===== src/rtl/dsp_seq_pkg.sv =====
// Shared state encoding, widths and DSP opmode values for the MAC sequencer.
// Opmodes are restricted to multiply / multiply-accumulate / hold / clear.
package dsp_seq_pkg;

  localparam int OP_W  = 18;
  localparam int P_W   = 48;
  localparam int LEN_W = 8;

  typedef enum logic [1:0] {
    IDLE  = 2'd0,
    LOAD  = 2'd1,
    DRAIN = 2'd2,
    DONE  = 2'd3
  } state_t;

  localparam logic [7:0] OPM_FIRST = 8'h01;
  localparam logic [7:0] OPM_ACC   = 8'h09;
  localparam logic [7:0] OPM_HOLD  = 8'h08;
  localparam logic [7:0] OPM_ZERO  = 8'h00;

  // Hold keeps the partial sum once one product has entered P; before that P is cleared.
  function automatic logic [7:0] opm_select(input logic i_accept, input logic i_seen);
    if (i_accept) begin
      return i_seen ? OPM_ACC : OPM_FIRST;
    end
    return i_seen ? OPM_HOLD : OPM_ZERO;
  endfunction

endpackage


===== src/rtl/dsp_opmode_skew.sv =====
// DEPTH-cycle opmode delay line matching the operand register stages inside the DSP.
// Fixed latency DEPTH cycles, no backpressure; resets to OPM_ZERO.
module dsp_opmode_skew
  import dsp_seq_pkg::*;
#(
  parameter int DEPTH = 2
) (
  input  logic       i_clk,
  input  logic       i_rst,
  input  logic [7:0] i_opm,
  output logic [7:0] o_opm
);

  generate
    if (DEPTH == 0) begin : g_bypass
      assign o_opm = i_opm;
    end else begin : g_line
      logic [7:0] r_line [DEPTH];

      always_ff @(posedge i_clk) begin
        if (i_rst) begin
          for (int i = 0; i < DEPTH; i++) begin
            r_line[i] <= OPM_ZERO;
          end
        end else begin
          r_line[0] <= i_opm;
          for (int i = 1; i < DEPTH; i++) begin
            r_line[i] <= r_line[i-1];
          end
        end
      end

      assign o_opm = r_line[DEPTH-1];
    end
  endgenerate

endmodule


===== src/rtl/dsp_mac_sequencer.sv =====
// Feeds len operand pairs into a pipelined DSP MAC and returns the dot product, PIPE_LAT+1 cycles after the last beat.
// in_ready is high only in LOAD; res_valid/res_data hold in DONE until res_ready.
module dsp_mac_sequencer
  import dsp_seq_pkg::*;
#(
  parameter int PIPE_LAT = 4,
  parameter int OPM_SKEW = 2
) (
  input  logic             clk,
  input  logic             RST,
  input  logic             start,
  input  logic [LEN_W-1:0] len,
  output logic             busy,
  input  logic             in_valid,
  output logic             in_ready,
  input  logic [OP_W-1:0]  in_a,
  input  logic [OP_W-1:0]  in_b,
  output logic [OP_W-1:0]  dsp_A,
  output logic [OP_W-1:0]  dsp_B,
  output logic [7:0]       dsp_opmode,
  output logic             dsp_CE,
  output logic             dsp_RST,
  input  logic [P_W-1:0]   dsp_P,
  output logic             res_valid,
  input  logic             res_ready,
  output logic [P_W-1:0]   res_data
);

  localparam logic [LEN_W-1:0] LAT_LAST = LEN_W'(PIPE_LAT);

  state_t           r_state;
  state_t           w_state_nxt;
  logic [LEN_W-1:0] r_len;
  logic [LEN_W-1:0] r_cnt;
  logic             r_seen;
  logic [OP_W-1:0]  r_a;
  logic [OP_W-1:0]  r_b;
  logic [P_W-1:0]   r_res;
  logic [7:0]       r_opm;
  logic [7:0]       w_opm_nxt;
  logic             r_dsp_rst;
  logic             w_accept;
  logic             w_last_beat;
  logic             w_drain_end;

  assign w_accept    = in_valid && (r_state == LOAD);
  assign w_last_beat = w_accept && (r_cnt == r_len - LEN_W'(1));
  // DRAIN counts from the cycle the last operand sits on dsp_A until dsp_P carries its sum.
  assign w_drain_end = (r_state == DRAIN) && (r_cnt == LAT_LAST);

  always_ff @(posedge clk) begin
    if (RST) begin
      r_state <= IDLE;
    end else begin
      r_state <= w_state_nxt;
    end
  end

  always_comb begin
    w_state_nxt = r_state;
    case (r_state)
      IDLE: begin
        if (start) begin
          w_state_nxt = (len == '0) ? DONE : LOAD;
        end
      end
      LOAD: begin
        if (w_last_beat) begin
          w_state_nxt = DRAIN;
        end
      end
      DRAIN: begin
        if (w_drain_end) begin
          w_state_nxt = DONE;
        end
      end
      DONE: begin
        if (res_ready) begin
          w_state_nxt = IDLE;
        end
      end
      default: w_state_nxt = IDLE;
    endcase
  end

  always_comb begin
    in_ready  = 1'b0;
    busy      = 1'b1;
    res_valid = 1'b0;
    w_opm_nxt = OPM_ZERO;
    case (r_state)
      IDLE: busy = 1'b0;
      LOAD: begin
        in_ready  = 1'b1;
        w_opm_nxt = opm_select(w_accept, r_seen);
      end
      DRAIN:   w_opm_nxt = OPM_HOLD;
      DONE:    res_valid = 1'b1;
      default: busy = 1'b0;
    endcase
  end

  always_ff @(posedge clk) begin
    if (RST) begin
      r_len     <= '0;
      r_cnt     <= '0;
      r_seen    <= 1'b0;
      r_a       <= '0;
      r_b       <= '0;
      r_res     <= '0;
      r_opm     <= OPM_ZERO;
      r_dsp_rst <= 1'b1;
    end else begin
      r_dsp_rst <= 1'b0;
      r_opm     <= w_opm_nxt;
      if (w_accept) begin
        r_a    <= in_a;
        r_b    <= in_b;
        r_seen <= 1'b1;
      end
      case (r_state)
        IDLE: begin
          r_cnt  <= '0;
          r_seen <= 1'b0;
          if (start) begin
            r_len <= len;
            if (len == '0) begin
              r_res <= '0;
            end
          end
        end
        LOAD: begin
          if (w_accept) begin
            r_cnt <= w_last_beat ? '0 : r_cnt + LEN_W'(1);
          end
        end
        DRAIN: begin
          r_cnt <= r_cnt + LEN_W'(1);
          if (w_drain_end) begin
            r_res <= dsp_P;
          end
        end
        default: ;
      endcase
    end
  end

  // r_opm lines up with dsp_A; the skew line covers the DSP's own opmode register.
  dsp_opmode_skew #(
    .DEPTH (OPM_SKEW)
  ) u_opm_skew (
    .i_clk (clk),
    .i_rst (RST),
    .i_opm (r_opm),
    .o_opm (dsp_opmode)
  );

  assign dsp_A    = r_a;
  assign dsp_B    = r_b;
  assign dsp_CE   = ~RST;
  assign dsp_RST  = r_dsp_rst;
  assign res_data = r_res;

endmodule


===== config.mk =====
export PLATFORM = sky130hd
export DESIGN_NAME = dsp_mac_sequencer
export DESIGN_NICKNAME = d
export VERILOG_FILES = /design/src/rtl/dsp_seq_pkg.sv /design/src/rtl/dsp_opmode_skew.sv /design/src/rtl/dsp_mac_sequencer.sv
export SDC_FILE = /design/constraint.sdc
export NUM_CORES = 1
export LEC_CHECK = 0
export CAP_MARGIN = 20
export CELL_PAD_IN_SITES_DETAIL_PLACEMENT = 1
export CELL_PAD_IN_SITES_GLOBAL_PLACEMENT = 1
export CORE_UTILIZATION = 30
export DETAILED_ROUTE_END_ITERATION = 10
export GPL_ROUTABILITY_DRIVEN = 0
export MAX_ROUTING_LAYER = met4
export PLACE_DENSITY_LB_ADDON = 0.1
export REMOVE_ABC_BUFFERS = 1
export SLEW_MARGIN = 0
export SYNTH_ARGS = -nofsm -noshare
export SYNTH_HDL_FRONTEND = slang
export SYNTH_SLANG_ARGS = --single-unit

===== constraint.sdc =====
create_clock -name clk -period 2.9 [get_ports clk]
set_input_delay 0.29 -clock clk [delete_from_list [all_inputs] [get_ports clk]]
set_output_delay 0.29 -clock clk [all_outputs]
set_load 0.03 [all_outputs]

==> results.toml <==
[synthesis]
biggest_area_contributors_in_the_synthesized_netlist = "sky130_fd_sc_hd__dfxtp_1 49%, sky130_fd_sc_hd__nand2_1 11%, sky130_fd_sc_hd__a21oi_1 11%"
synth.distinct_cells = 47
synth_ff_type = "sky130_fd_sc_hd__dfxtp_1"
syn-instance-count = 557
ys_seq_elements = 110
async_flop_share_pct = 0
synth-warning-count = 0
mappedNetlistArea_um2 = 4500
synth.avg_cell_area_um2 = 8.07
synth_top_area_cell = "sky130_fd_sc_hd__dfxtp_1"
synth_edf_count = 0
synth_top_cells_by_count = "137 x sky130_fd_sc_hd__nand2_1, 110 x sky130_fd_sc_hd__dfxtp_1, 98 x sky130_fd_sc_hd__a21oi_1"
synth_top_cell_area_share_pct = 49.0
most_instantiated_library_cell_after_synthesis = "sky130_fd_sc_hd__nand2_1"
seq_area_frac_synth_pct = 49.0

[timing]
count_of_pins_over_their_slew_limit = 0
setup_viol = 0
maxClockFrequency_mhz = 394
min_period_ns = 2.54
grt_setup_unrepaired = "false"
max_slew_margin_pct = 65.2
clock-skew-final_ns = 0.00797
final-hold-violation-count = 0
worst_pin_slew_ns = 0.521
period_share_pct = 87.6
tns_ns = 0
whs_ns = 0.317

[clocking]
clock_slew_at_the_register_clock_pins_of_the_worst_setup_and_hold_paths_ns = 0.07
post-cts-setup-buffers = 0
tritoncts_num_sinks = 110
htree_num_levels = 3
cts.repair.resized = 0
cts_max_path_buffers = 2
clock_latency_ns = 0.35
cts_inserted_buffers = 9
cts_tree = "built"
cts-hold-fix-buffers = 0
ctsRootBufferMaster = "sky130_fd_sc_hd__clkbuf_16"

[worst_setup_path]
critPathCaptureType = "register"
cp_data_arrival_time_ns = 2.78
timing.critical_path.buf_inv = 1
rr_startpoint = "r_len[0]$_SDFFE_PP0P_"
critical_path_start = "r_len[0]$_SDFFE_PP0P_"
cp-start-kind = "register"
cp_max_fo = 8
worstSetupPathType = "register to register"
cpMaxStageDelayCell = "sky130_fd_sc_hd__o41ai_4"
r2r.worst_path.cells = 8
ff2ff_setup_slack_ns = 0.36
worst_path_largest_cell_delay_ns = 0.60
cp_depth = 8
critPathTopFamily = "compound AO/OA/AOI/OAI gates"
reg2reg_to = "r_cnt[2]$_SDFFE_PP0P_"
worst_setup_path_endpoint = "r_cnt[2]$_SDFFE_PP0P_"
required_ns = 3.14
crit_chain = "inv_1, ha_1, or3b_1, nor4_1, o211ai_1, o41ai_4, nor2_1, o31a_1"

[routing]
via_count = 4475
drt-initial-drc-count = 143
postRouteWirelength_mm = 14.2
drc = 0
firstDrtPassIters = 4
vias_per_cell = 4.92
routedWlPerCell_um = 15.6
final_antenna_net_count = 0

[global_routing]
grtUsageTotal_pct = 19.5
grt_first_pass_wirelength_mm = 23.6
use_met3_pct = 4.85
grt_most_used_layer = "met2"
grt_start_max_net_pins = 49
grt_use_met1_pct = 23.7
via_count_of_the_first_global_routing_pass = 4639
grt_antenna_before_repair = 0
grt_remaining_overflow = 0
gr-usage-met2_pct = 31.5

[die]
die_area_um2 = 15500
floorplan.die.width_um = 124
floorplan.initialDensity_pct = 30.8
die_y_um = 124
rows = 44
core_um2 = 14600
io_pins = 194

[status]
status = "completed"

[cells_and_area]
nets = 825
area_occupied_by_multi_input_gates_um2 = 2030
final_util_pct = 46.6
count_of_inserted_antenna_diode_cells = 0
synthToLayoutAreaGrowth_pct = 51.3
share_of_layout_cells_above_drive_strength_1_pct = 4.55
fillerInstances = 1697
post_layout_nonfiller_instances = 909
seqCellArea_um2 = 2200

[placed_design]
numPortBuffers = 187
placedCellCount = 893
dp_hpwl_mm = 10.1

[power_and_ir_drop]
max_ir_drop_vdd_mv = 0.266
leakage_uw = 0.00231
power.density_cell_area_nw_per_um2 = 650
p_total_uw = 4420

[min_path]
min-delay-path-class = "input pin to register"

[job]
max_cap_violations = 0
## registers in the layout, indices dropped and copies added (netlist names)
name and cells:
res_data 48, dsp_A 18, dsp_B 18, r_cnt 8, r_len 8, u_opm_skew.g_line.r_line 4
r_opm 2, r_state 2, dsp_RST 1, r_seen 1
## per-layer routing
metal	vias up	routed length, µm
li1	2192	-
met1	2117	6410
met2	149	6680
met3	17	883
met4	0	223
met5	-	0
## cells by family after synthesis
kind of cell	synth area share [%]
adders and majority gates	2.23
DFF	49.0
and+or+nand+nor	23.7
AOI/OAI and AO/OA	16.6
xor gates and xnor gates	1.95
other	0.0834
buffers and inverters	6.51
## worst reg2reg max path, stage by stage (launching register included)
cell,delay (ns)
sky130_fd_sc_hd__dfxtp_1,0.38
sky130_fd_sc_hd__inv_1,0.08
sky130_fd_sc_hd__ha_1,0.20
sky130_fd_sc_hd__or3b_1,0.41
sky130_fd_sc_hd__nor4_1,0.22
sky130_fd_sc_hd__o211ai_1,0.22
sky130_fd_sc_hd__o41ai_4,0.60
sky130_fd_sc_hd__nor2_1,0.08
sky130_fd_sc_hd__o31a_1,0.25
## power breakdown
group / switching [µW] / internal, µW
combinational: 808 / 532
sequential: 97.0 / 1630
clock: 570 / 784
## area by class of cell
cell class,instances,area share [%]
timing repair buffer,196,28.8
clock inverter,5,1.20
clock buffer,11,3.57
multi-input combinational,389,29.9
inverter,14,0.773
sequential,110,32.4
tap,184,3.38
## through the flow
stage | area (µm²) | worst slack, ns
final | 6800 | 0.359
after global placement | 6480 | 0.307
after global routing | 6800 | 0.186
after CTS | 6800 | 0.315
after floorplan | 4280 | -0.664
after detailed placement | 6480 | 0.212
## worst min path at each step
stage | start | end | slack [ns] | cells past startpoint
6_report | RST | dsp_B[6]$_SDFFE_PP0P_ | 0.32 | 2
5_1_grt | RST | dsp_A[0]$_SDFFE_PP0P_ | 0.32 | 2
4_1_cts | RST | r_cnt[1]$_SDFFE_PP0P_ | 0.31 | 2
3_5_place_dp | r_opm[0]$_SDFF_PP0_ | u_opm_skew.g_line.r_line[0][0]$_SDFF_PP0_ | 0.43 | 1
3_3_place_gp | r_opm[0]$_SDFF_PP0_ | u_opm_skew.g_line.r_line[0][0]$_SDFF_PP0_ | 0.42 | 1
2_1_floorplan | RST | dsp_RST$_DFF_P_ | 0.32 | 0
## cells in the final DEF (no fill, tap or decap), types with 3 or more instances in the layout
| master | netlist | layout |
|---|---|---|
| sky130_fd_sc_hd__a21o_1 | 3 | 3 |
| sky130_fd_sc_hd__a21oi_1 | 98 | 98 |
| sky130_fd_sc_hd__buf_4 | 9 | 8 |
| sky130_fd_sc_hd__clkbuf_16 | 0 | 9 |
| sky130_fd_sc_hd__clkdlybuf4s50_1 | 0 | 186 |
| sky130_fd_sc_hd__conb_1 | 1 | 6 |
| sky130_fd_sc_hd__dfxtp_1 | 110 | 110 |
| sky130_fd_sc_hd__ha_1 | 8 | 7 |
| sky130_fd_sc_hd__inv_1 | 14 | 14 |
| sky130_fd_sc_hd__nand2_1 | 137 | 137 |
| sky130_fd_sc_hd__nand2b_1 | 3 | 3 |
| sky130_fd_sc_hd__nand3_1 | 60 | 60 |
| sky130_fd_sc_hd__nor2_1 | 14 | 14 |
| sky130_fd_sc_hd__nor2b_1 | 4 | 4 |
| sky130_fd_sc_hd__nor3_1 | 4 | 4 |
| sky130_fd_sc_hd__o21ai_0 | 5 | 5 |
| sky130_fd_sc_hd__o31a_1 | 3 | 3 |
| sky130_fd_sc_hd__xnor2_1 | 6 | 6 |
| sky130_fd_sc_hd__xor2_1 | 4 | 4 |
Note: power is estimated with default switching activity, not from simulation.
